### config.mk
export PLATFORM = sky130hd
export DESIGN_NAME = barrett_mod_mul
export DESIGN_NICKNAME = d
export VERILOG_FILES = /design/src/rtl/barrett_pkg.sv /design/src/rtl/barrett_final_sub.sv /design/src/rtl/barrett_mod_mul.sv
export SDC_FILE = /design/constraint.sdc
export NUM_CORES = 1
export LEC_CHECK = 0
export ABC_AREA = 1
export BUFFER_PORTS_ARGS = -buffer_cell sky130_fd_sc_hd__buf_2
export CAP_MARGIN = 15
export CORE_ASPECT_RATIO = 1.75
export CORE_MARGIN = 10
export CORE_UTILIZATION = 70
export CTS_BUF_LIST = sky130_fd_sc_hd__clkbuf_4
export DETAILED_ROUTE_END_ITERATION = 7
export PLACE_DENSITY = 0.95
export SYNTH_ARGS = -nofsm -noshare
export SYNTH_HDL_FRONTEND = slang
export SYNTH_HIERARCHICAL = 1
export SYNTH_SLANG_ARGS = --single-unit
### constraint.sdc
create_clock -name clk -period 8.3 [get_ports clk]
set_clock_uncertainty 0.1 [all_clocks]
set_input_delay 1.66 -clock clk [delete_from_list [all_inputs] [get_ports clk]]
set_output_delay 1.66 -clock clk [all_outputs]
set_load 0.02 [all_outputs]
### src/rtl/barrett_pkg.sv
// Shared constants and elaboration helpers for the Barrett modular reducers.
// The optional operand-range flag is enabled with BARRETT_RANGE_CHECK_EN.
package barrett_pkg;

  localparam int unsigned BARRETT_LATENCY = 4;

  // floor(2^(2*width) / q); only meaningful for width <= 31.
  function automatic longint unsigned barrett_mu(input int unsigned width,
                                                 input longint unsigned q);
    longint unsigned num;
    num = 64'd1 << (2 * width);
    return num / q;
  endfunction

  // Barrett error bound of at most two corrections needs 2^(width-1) < q < 2^width.
  function automatic bit barrett_q_ok(input int unsigned width, input longint unsigned q);
    longint unsigned lo;
    longint unsigned hi;
    lo = 64'd1 << (width - 1);
    hi = 64'd1 << width;
    return (q > lo) && (q < hi);
  endfunction

endpackage

### src/rtl/barrett_final_sub.sv
// Final correction of a Barrett/Montgomery style reducer: maps r in [0, 3Q) onto [0, Q)
// with at most one of two conditional subtractions.
module barrett_final_sub #(
  parameter int unsigned WIDTH = 8,
  parameter int unsigned Q     = 251
) (
  input  logic [WIDTH+1:0] r_i,
  output logic [WIDTH-1:0] res_o
);

  localparam logic [WIDTH+1:0] Q1 = (WIDTH + 2)'(Q);
  localparam logic [WIDTH+1:0] Q2 = (WIDTH + 2)'(2 * Q);

  logic [WIDTH+1:0] sub;

  always_comb begin
    sub = r_i;
    if (r_i >= Q2) begin
      sub = r_i - Q2;
    end else if (r_i >= Q1) begin
      sub = r_i - Q1;
    end
    res_o = WIDTH'(sub);
  end

endmodule

### src/rtl/barrett_mod_mul.sv
// Four-stage pipelined (a*b) mod Q via Barrett reduction with a global valid/ready stall.
// Define BARRETT_RANGE_CHECK_EN to add the out_err operand-range flag.
module barrett_mod_mul
  import barrett_pkg::*;
#(
  parameter int unsigned WIDTH = 8,
  parameter int unsigned Q     = 251
) (
  input  logic             clk,
  input  logic             rst_n,
  input  logic             in_valid,
  output logic             in_ready,
  input  logic [WIDTH-1:0] in_a,
  input  logic [WIDTH-1:0] in_b,
  output logic             out_valid,
  input  logic             out_ready,
  output logic [WIDTH-1:0] out_data
`ifdef BARRETT_RANGE_CHECK_EN
  ,
  output logic             out_err
`endif
);

  localparam longint unsigned MuFull = barrett_mu(WIDTH, Q);
  localparam logic [WIDTH:0]   Mu    = (WIDTH + 1)'(MuFull);
  localparam logic [WIDTH+1:0] QExt  = (WIDTH + 2)'(Q);

  if (!barrett_q_ok(WIDTH, Q)) begin : g_bad_q
    $fatal(1, "barrett_mod_mul: Q must satisfy 2^(WIDTH-1) < Q < 2^WIDTH");
  end

  logic advance;

  // Stage valids; bubbles flow through untouched.
  logic v1_q, v2_q, v3_q, out_valid_q;

  logic [2*WIDTH-1:0] p1_q, p1_d;
  logic [WIDTH+1:0]   p2_q, p2_d;
  logic [WIDTH:0]     t2_q, t2_d;
  logic [WIDTH+1:0]   r3_q, r3_d;
  logic [WIDTH-1:0]   data_q, data_d;
  logic [3*WIDTH:0]   prod_mu;
  logic [WIDTH+1:0]   tq;

  assign advance  = ~out_valid_q | out_ready;
  assign in_ready = advance;

  always_comb begin
    p1_d    = (2 * WIDTH)'(in_a) * (2 * WIDTH)'(in_b);
    prod_mu = (3 * WIDTH + 1)'(p1_q) * (3 * WIDTH + 1)'(Mu);
    t2_d    = (WIDTH + 1)'(prod_mu >> (2 * WIDTH));
    // Only the low WIDTH+2 bits of p matter: r = p - t*Q is known to lie in [0, 3Q).
    p2_d    = (WIDTH + 2)'(p1_q);
    tq      = (WIDTH + 2)'(t2_q) * QExt;
    r3_d    = p2_q - tq;
  end

  barrett_final_sub #(
    .WIDTH (WIDTH),
    .Q     (Q)
  ) u_final_sub (
    .r_i   (r3_q),
    .res_o (data_d)
  );

  always_ff @(posedge clk or negedge rst_n) begin
    if (!rst_n) begin
      v1_q        <= 1'b0;
      v2_q        <= 1'b0;
      v3_q        <= 1'b0;
      out_valid_q <= 1'b0;
      p1_q        <= '0;
      p2_q        <= '0;
      t2_q        <= '0;
      r3_q        <= '0;
      data_q      <= '0;
    end else if (advance) begin
      v1_q        <= in_valid;
      v2_q        <= v1_q;
      v3_q        <= v2_q;
      out_valid_q <= v3_q;
      p1_q        <= p1_d;
      p2_q        <= p2_d;
      t2_q        <= t2_d;
      r3_q        <= r3_d;
      data_q      <= data_d;
    end
  end

  assign out_valid = out_valid_q;
  assign out_data  = data_q;

`ifdef BARRETT_RANGE_CHECK_EN
  localparam logic [WIDTH-1:0] QOp = WIDTH'(Q);

  logic e1_q, e2_q, e3_q, err_q;
  logic e1_d;

  // Flag is raised from the raw operands; the product is still reduced as-is.
  assign e1_d = (in_a >= QOp) | (in_b >= QOp);

  always_ff @(posedge clk or negedge rst_n) begin
    if (!rst_n) begin
      e1_q  <= 1'b0;
      e2_q  <= 1'b0;
      e3_q  <= 1'b0;
      err_q <= 1'b0;
    end else if (advance) begin
      e1_q  <= e1_d;
      e2_q  <= e1_q;
      e3_q  <= e2_q;
      err_q <= e3_q;
    end
  end

  assign out_err = err_q;
`endif

endmodule

Yosys cells after proc, flatten, opt, wreduce, memory -nomap -nowiden
Index checks and enable logic that the tools add are counted.

Input bits: 20. Output and inout port bits: 10. Word-level logic and storage cells: 21. Register bits after elaboration: 57.

$lt $le $gt $ge: 2. Mux-type cells: 2. Add/sub/neg operators: 3. Multiply operators: 3. Bitwise operators: 2.

Operators with widths (count): $mul 16x9->25 const B (1); $mul 8x8->16 (1); $mux 8 (2); $sub 8x8->8 const B (2); $ge 10x8->1 const B (1); $ge 10x9->1 const B (1); $mul 9x8->10 const B (1); $sub 10x10->10 (1); $not 1->1 (1); $or 1x1->1 (1).

Logic depth before layout (Yosys ltp)
Gate-level depths: netlist of run 1.

Depth in word-level cells: 3. Mapped depth: 21. Mapped depth without buffers: 20.

Cells and area by module
Netlist of run 1, hierarchy kept.

By module, submodules not included: barrett_mod_mul (cells an instance 1014, sequential area each 1426.4 µm², area an instance 7554.7 µm², instances 1); barrett_final_sub (cells an instance 109, sequential area each 0.0 µm², area an instance 546.8 µm², instances 1).

Worst setup path before layout of run 1
No wires, ideal clock.

Path type: input to register. Start: input in_a[0]. End: register p1_q[13]. Arrival time: 5147 ps. Slack: 2923 ps. Data required time: 8070 ps. Cell stages on the path: 17. Path buffers: 1. Path through: clkbuf_1 nand2_1 fa_1 fa_1 inv_1 fa_1 inv_1 fa_1 inv_1 ha_1 nand2_1 nor3_1 nand3_1 nand3_1 nand2_1 nand3_1 o21ai_0.

Cells in the longest elaborated chain, start to end: 1.

RTL lines: from (decl) (RTL line barrett_mod_mul.sv:13) `input logic [WIDTH-1:0] in_a,`; $mul 8x8->16 (RTL line barrett_mod_mul.sv:49) `p1_d = (2 * WIDTH)'(in_a) * (2 * WIDTH)'(in_b);`; to (signal assigned) (RTL line barrett_mod_mul.sv:82) `p1_q <= p1_d;`; to (decl) (RTL line barrett_mod_mul.sv:37) `logic [2*WIDTH-1:0] p1_q, p1_d;`.

No other way between the ends. A chain may end at the register's enable or synchronous reset.

Worst setup path in the final report of run 1
Same ends and word-level chain as after synthesis.

==> metrics.cfg, run 1 <==
[job]
drv_cap = 0

[yosys]
avgSynthCellArea_um2 = 7.21
synthArstFlopShare = 1.00
yosysSeqAreaShare = 0.176
synth_cells = 1123
synthTopCellsByArea = ha_1 20%, dfrtp_1 18%, fa_1 17%, nand2_1 15%, inv_1 12%
yosys-top-cells-count = 333 x nand2_1, 265 x inv_1, 128 x ha_1
yosys_warnings = 6
synth-edff-count = 0
syn_nets = 1339
ys_types = 37
syn_area_um2 = 8100
yosysTopAreaCell = ha_1
synth_top_flop_cell = dfrtp_1
ys_ff_latch = 57
synth_top_area_frac = 0.198
synth_most_common_cell = nand2_1

[timing]
hold_viol_final = 0
finalMaxSlewViolations = 0
fin_crit_ns = 5.16
period_share = 0.622
relSlewSlack = 0.523
setup_violations = 0
clock.fmax_ghz = 0.194
fin_setup_tns_ns = 0
worstMarginPinSlew_ns = 0.716
rsz0062_at_grt = no

[routing]
drt-pass1-iter-count = 7
via_per_inst = 5.54
ant_nets = 0
wire_per_inst_um = 14.6
drtIter0Drc = 488
vias = 7062
wl_um = 18600
drc = 0

[clocking]
cts_setup_buffers = 0
cts_resized = 0
cts_root_buf = clkbuf_4
cts.path.max_buffers = 2
clock_sinks = 57
holdBufCountCts = 0
clk_pin_slew_ns = 0.12
cts_made_buffers = 9
cts_tree = done
h-tree-depth = 3
insertion_delay_ns = 0.44

[global_routing]
grt_overflow_total = 0
grt_pass1_wl_um = 32200
grt_max_degree = 60
antenna_found_initial = 1
track_usage = 0.239
grt_pass1_vias = 7488

[finish]
final_area_um2 = 8460
fin_cells = 1274
fill_cells = 811
final_core_util = 0.753
layout.nets = 1352
synthToLayoutAreaGrowth_pct = 4.43
drive_above_1_share = 0.0622

[floorplanning]
start_util = 0.721
die_h_um = 162
die_area_um2 = 16400
coreArea_um2 = 11200
die_w_um = 101
rows = 51
pin_count = 30

[placement]
port_buffers = 29
gp_congestion = 0.980
place_area_um2 = 8290
dpl.hpwl_um = 15300
placedCellCount = 1257

[run_status]
status = complete, no violations

[setup_path]
crit_fanout = 8
startpoint_type = primary input
critPathKind = in2reg
arrival_ns = 5.37
cp.required_ns = 8.51
end_kind = register

[worst_hold_path]
hold_class = reg2reg

critical path: stages:
cell     delay [ns]
buf_2          0.17
nand2_1        0.10
fa_1           0.51
fa_1           0.55
inv_1          0.06
fa_1           0.54
inv_1          0.06
fa_1           0.54
inv_1          0.05
ha_1           0.35
nand2_1        0.11
nor3_1         0.22
nand3_1        0.15
nand3_1        0.11
nand2_1        0.06
nand3_1        0.06
o21ai_0        0.08
cell type report:
| class | count | area [µm²] | share of cell area |
|---|---|---|---|
| inverter | 268 | 1010 | 0.119 |
| sequential | 57 | 1430 | 0.169 |
| clock inverter | 7 | 103 | 0.0121 |
| clock buffer | 9 | 67.6 | 0.00799 |
| timing repair buffer | 32 | 168 | 0.0198 |
| antenna | 1 | 2.50 | 0.000296 |
| multi-input combinational | 768 | 5520 | 0.653 |
| tap | 132 | 165 | 0.0195 |
flip-flops by register name, summed over array words and instances, names as in the netlist:
name / flops
v1_q: 1
t2_q: 9
v2_q: 1
r3_q: 10
p1_q: 16
out_data: 8
out_valid: 1
v3_q: 1
p2_q: 10
kinds of logic after synthesis:
group	synth area share
AND/OR/NAND/NOR	0.236
buffers and inverters	0.143
adder cells (fa/ha/maj)	0.366
AO/OA/AOI/OAI	0.0629
flip-flops	0.176
XOR/XNOR	0.0162
layer usage:
layer  vias to the layer above  global-route usage  wire length (µm)  part of all wire
li1                       3413                   -                 -                 -
met1                      3341               0.224              6460              0.35
met2                       220               0.457             10600              0.57
met3                        88              0.0353               580             0.031
met4                         0               0.148              1050             0.056
met5                         -                   0                 0                 0
per-stage QoR:
stage          hold slack, ns  worst slack [ns]
3_3_place_gp            0.342              2.86
2_1_floorplan           0.320              2.92
4_1_cts                 0.378              3.17
6_report                0.382              3.14
3_5_place_dp            0.348              2.69
5_1_grt                 0.406              2.92
placed cells by master (no fill, tap or decap), types with 3 or more instances in the layout:
master / count
buf_2: 29
xor2_1: 8
ha_1: 128
inv_2: 3
nand4_1: 8
inv_1: 265
a21oi_1: 29
nand2_1: 333
o21ai_0: 42
buf_4: 3
a31oi_1: 6
o21ai_1: 6
xnor2_1: 7
dfrtp_1: 57
nor3_1: 7
o21bai_1: 3
nand2_2: 10
clkbuf_4: 9
nor2_2: 3
nor2_1: 44
nand3_1: 45
nand3b_1: 6
fa_1: 68
worst paths after layout:
| path | start | to | slack [ns] | depth (start not counted) |
|---|---|---|---|---|
| hold / removal | v3_q$_DFFE_PN0P_ | out_valid$_DFFE_PN0P_ | 0.38 | 2 |
| setup / recovery | in_a[0] | p1_q[13]$_DFFE_PN0P_ | 3.14 | 17 |
| hold reg to reg | v3_q$_DFFE_PN0P_ | out_valid$_DFFE_PN0P_ | 0.38 | 2 |
| min in group asynchronous | rst_n | t2_q[1]$_DFFE_PN0P_ | 1.23 | 2 |
| max in group asynchronous | rst_n | p1_q[2]$_DFFE_PN0P_ | 6.37 | 2 |
| setup reg to reg | t2_q[1]$_DFFE_PN0P_ | r3_q[9]$_DFFE_PN0P_ | 4.15 | 15 |
Power of run 1 is left out: the tool's default activity adds up to more than one toggle a clock period on the data nets, which glitch-free logic cannot reach.
==> run 2, diff against run 1 <==
Settings changed: ABC_AREA 1 to 0, CORE_UTILIZATION 70 to 66.
Clock period 8.3 ns to 5.3 ns, I/O delays scaled along.
==> run 2 against run 1 <==
  * Sequential share of layout area is 1.2 points higher
  * Clock-buffer cell count unchanged
  * First-iteration DRC count fell by 28%
  * Non-clock buffer count grew 2
  * Highest routed layer unchanged
==> metrics.cfg, run 2 <==
[run_status]
status = complete, no violations

[routing]
wl_um = 16800
wire_per_inst_um = 16.8
drc = 0
via_per_inst = 5.92
drtIter0Drc = 352
vias = 5917
drt-pass1-iter-count = 8
ant_nets = 0

[yosys]
synth_most_common_cell = inv_1
synth_cells = 832
yosysSeqAreaShare = 0.192
avgSynthCellArea_um2 = 8.93
synth-edff-count = 0
synthTopCellsByArea = ha_1 22%, dfrtp_1 19%, fa_1 18%, inv_1 7.8%, nand2_1 5.6%
syn_area_um2 = 7430
synth_top_flop_cell = dfrtp_1
yosys-top-cells-count = 154 x inv_1, 128 x ha_1, 111 x nand2_1
synth_top_area_frac = 0.216
ys_types = 66
yosys_warnings = 6
ys_ff_latch = 57
synthArstFlopShare = 1.00
syn_nets = 1048
yosysTopAreaCell = ha_1

[setup_path]
startpoint_type = primary input
end_kind = register
critPathKind = in2reg
timing.rr.start = p1_q[12]$_DFFE_PN0P_
reg2reg_to = t2_q[5]$_DFFE_PN0P_
rr_worst_depth = 13
cp.required_ns = 5.50
arrival_ns = 5.12
ff2ff_setup_slack_ns = 1.08
crit_fanout = 8

[global_routing]
antenna_found_initial = 1
grt_pass1_vias = 6453
grt_pass1_wl_um = 29000
grt_max_degree = 64
track_usage = 0.217
grt_overflow_total = 0

[finish]
reg_top3 = p1_q: 16 flops, p2_q: 10 flops, r3_q: 10 flops
top_register = p1_q
drive_above_1_share = 0.0808
largest_register_ffs = 16
final_core_util = 0.713
layout.nets = 1077
final_common_cell = inv_1
mostFrequentLayoutCells = 153 x inv_1, 128 x ha_1, 111 x nand2_1
synthToLayoutAreaGrowth_pct = 6.52

[timing]
hold_viol_final = 0
timing.final.ws_setup_ns = 0.384
fin_setup_tns_ns = 0
setup_violations = 0
finalMaxSlewViolations = 0
hold_ws_ns = 0.374
relSlewSlack = 0.523
worstMarginPinSlew_ns = 0.716
clock.fmax_ghz = 0.203
fin_crit_ns = 4.92
rsz0062_at_grt = no
period_share = 0.928

[clocking]
cts_setup_buffers = 0
clock_sinks = 57
clk_pin_slew_ns = 0.11
holdBufCountCts = 0
insertion_delay_ns = 0.45
cts_made_buffers = 9
h-tree-depth = 3
cts.path.max_buffers = 2
cts_root_buf = clkbuf_4
cts_tree = done
cts_resized = 0

[floorplanning]
die_area_um2 = 16100
die_h_um = 160
coreArea_um2 = 11100
die_w_um = 100
rows = 51
pin_count = 30
start_util = 0.669

[worst_hold_path]
min_to = out_data[6]$_DFFE_PN0P_
min_delay_path_depth = 2
hold_start = out_data[6]$_DFFE_PN0P_
hold_class = reg2reg

[placement]
dpl.hpwl_um = 13400
gp_congestion = 0.887
post-place-ws_ns = -0.0913
port_buffers = 29

[job]
drv_cap = 0

[run 2: area by class of cell]
| class | instances | area, µm² |
|---|---|---|
| Fill cell | 736 | 3190 |
| Sequential cell | 57 | 1430 |
| Clock buffer | 9 | 67.6 |
| Antenna cell | 1 | 2.50 |
| Clock inverter | 7 | 128 |
| Inverter | 154 | 578 |
| Timing Repair Buffer | 34 | 183 |
| Tap cell | 132 | 165 |
| Multi-Input combinational cell | 605 | 5360 |
[run 2: worst max-delay path by stage]
stage / to / from / slack [ns]
final: p1_q[13]$_DFFE_PN0P_ / in_a[1] / 0.38
after global routing: p1_q[13]$_DFFE_PN0P_ / in_a[0] / 0.15
after CTS: p1_q[13]$_DFFE_PN0P_ / in_a[1] / 0.38
after detailed placement: p1_q[13]$_DFFE_PN0P_ / in_a[1] / -0.09
after global placement: p1_q[13]$_DFFE_PN0P_ / in_b[7] / 0.11
after floorplan: p1_q[15]$_DFFE_PN0P_ / in_a[1] / 0.37
[run 2: per-layer routing]
metal | part of all wire | track usage
met5 | 0 | 0
met4 | 0.067 | 0.149
met3 | 0.044 | 0.0378
met2 | 0.55 | 0.401
met1 | 0.34 | 0.207
[run 2: kinds of logic after synthesis]
kind of cell	share of synthesized area
compound gates	0.117
xor+xnor	0.0354
buf+inv	0.0871
fa+ha+maj	0.399
flops	0.192
simple gates	0.166
mux	0.00286
[run 2: critical path, cell delays in order]
cell and delay, ns:
buf_2 0.14, and2_1 0.18, fa_1 0.50, fa_1 0.52, fa_1 0.56, inv_1 0.08
fa_1 0.56, inv_1 0.05, ha_1 0.23, or3_1 0.38, o32ai_1 0.32, buf_4 0.18
o21ai_0 0.11, xnor2_1 0.15, o21ai_0 0.09
[run 2: metrics by stage]
stage	cells	cell area (µm²)
5_1_grt	999	7910
4_1_cts	998	7910
3_5_place_dp	982	7710
6_report	999	7910
3_3_place_gp	982	7710
2_1_floorplan	832	7430
Power of run 2 is left out for the same reason.
==> run 3, diff against run 2 <==
Settings changed: ABC_AREA 0 to 1.
==> run 3 against run 2 <==
  * Sequential cell count unchanged
  * Via count up 23%
  * Wire length up 12%
  * Worst hold slack worse by 0.0034 ns
  * Critical path depth up 2
  * Largest cell class unchanged
  * Fmax up 6.5%
==> metrics.cfg, run 3 (synthesis gave the netlist of run 1 again) <==
[run_status]
status = complete, no violations

[placement]
gp_congestion = 0.929
port_buffers = 29
post-place-ws_ns = 0.268
dpl.hpwl_um = 15200
placedCellCount = 1290

[global_routing]
grt_pass1_wl_um = 32000
grt_overflow_total = 0
track_usage = 0.221
grt_max_degree = 60
grt_pass1_vias = 7387
antenna_found_initial = 1

[timing]
fin_crit_ns = 4.61
clock.fmax_ghz = 0.217
hold_viol_final = 0
rsz0062_at_grt = no
period_share = 0.871
timing.final.ws_setup_ns = 0.685
worstMarginPinSlew_ns = 0.706
setup_violations = 0
relSlewSlack = 0.530
finalMaxSlewViolations = 0
fin_setup_tns_ns = 0

[floorplanning]
rows = 53
die_area_um2 = 17300
start_util = 0.675
die_w_um = 104
coreArea_um2 = 12000
die_h_um = 167
pin_count = 30

[setup_path]
timing.rr.start = t2_q[1]$_DFFE_PN0P_
critPathKind = in2reg
ff2ff_setup_slack_ns = 1.16
cp.required_ns = 5.50
reg2reg_to = r3_q[9]$_DFFE_PN0P_
arrival_ns = 4.81
end_kind = register
rr_worst_depth = 15
crit_fanout = 8
startpoint_type = primary input

[finish]
largest_register_ffs = 16
synthToLayoutAreaGrowth_pct = 4.49
drive_above_1_share = 0.0613
top_register = p1_q
final_core_util = 0.705
mostFrequentLayoutCells = 333 x nand2_1, 265 x inv_1, 128 x ha_1
reg_top3 = p1_q: 16 flops, p2_q: 10 flops, r3_q: 10 flops
fin_cells = 1307
seq_area_um2 = 1430
final_common_cell = nand2_1
layout.nets = 1352
fill_cells = 875
multiInputGateArea_um2 = 5520

[clocking]
holdBufCountCts = 0
cts.path.max_buffers = 2
cts_root_buf = clkbuf_4
clk_pin_slew_ns = 0.10
cts_resized = 0
cts_made_buffers = 9
cts_tree = done
clock_sinks = 57
insertion_delay_ns = 0.43
cts_setup_buffers = 0
h-tree-depth = 3

[routing]
drt-pass1-iter-count = 5
wl_um = 18800
ant_nets = 0
drc = 0
drtIter0Drc = 453
vias = 7250
wire_per_inst_um = 14.4
via_per_inst = 5.55

[worst_hold_path]
hold_class = reg2reg
min_delay_path_depth = 2
hold_start = v3_q$_DFFE_PN0P_
min_to = out_valid$_DFFE_PN0P_

[job]
drv_cap = 0

## run 3: changes by cell type in the layout (fill, tap and decap cells not counted), sizes merged, moves of 15 or more
cell   before  now
inv       155  268
and2       52    2
xnor2      23    7
nand2     111  344
nand3      11   45
o21ai      34   49
nor2       33   48
## run 3: layout make-up
class                   count  area share
diodes                      1    0.000296
clock buffers              10     0.00887
clock inverters             6     0.00695
inverters                 268       0.119
multi-input cells         768       0.652
flip-flops and latches     57       0.168
well taps                 165      0.0244
repair buffers             32      0.0198
## run 3: routing by layer
layer | global-route usage | up-vias | part of all wire
li1 | - | 3415 | -
met5 | 0 | - | 0
met4 | 0.158 | 0 | 0.068
met3 | 0.0321 | 108 | 0.041
met1 | 0.205 | 3444 | 0.34
met2 | 0.424 | 283 | 0.55
## run 3: worst max-delay path, cell delays in order
cell	delay (ns)
buf_2	0.18
nand2_1	0.10
fa_1	0.51
fa_1	0.55
inv_1	0.05
fa_1	0.54
inv_1	0.06
fa_1	0.53
inv_1	0.04
ha_1	0.36
nand2_1	0.11
o21ai_0	0.27
nand2_1	0.13
nand3_1	0.10
nand2_1	0.06
nand3_1	0.07
o21ai_0	0.08
## run 3: worst max-delay path by stage
stage | from | to | slack, ns | cells after the start
final | in_a[0] | p1_q[13]$_DFFE_PN0P_ | 0.69 | 17
after global routing | in_a[0] | p1_q[13]$_DFFE_PN0P_ | 0.49 | 17
after CTS | in_a[0] | p1_q[13]$_DFFE_PN0P_ | 0.70 | 17
after detailed placement | in_a[0] | p1_q[13]$_DFFE_PN0P_ | 0.27 | 17
after global placement | in_a[0] | p1_q[13]$_DFFE_PN0P_ | 0.45 | 17
after floorplan | in_a[0] | p1_q[13]$_DFFE_PN0P_ | 0.52 | 17
## run 3: stage by stage
stage	area (µm²)	hold WS, ns
floorplan	8100	0.320
detailed placement	8330	0.348
global placement	8330	0.339
finish	8470	0.371
CTS	8460	0.372
global route	8470	0.400
Power of run 3 is left out for the same reason.
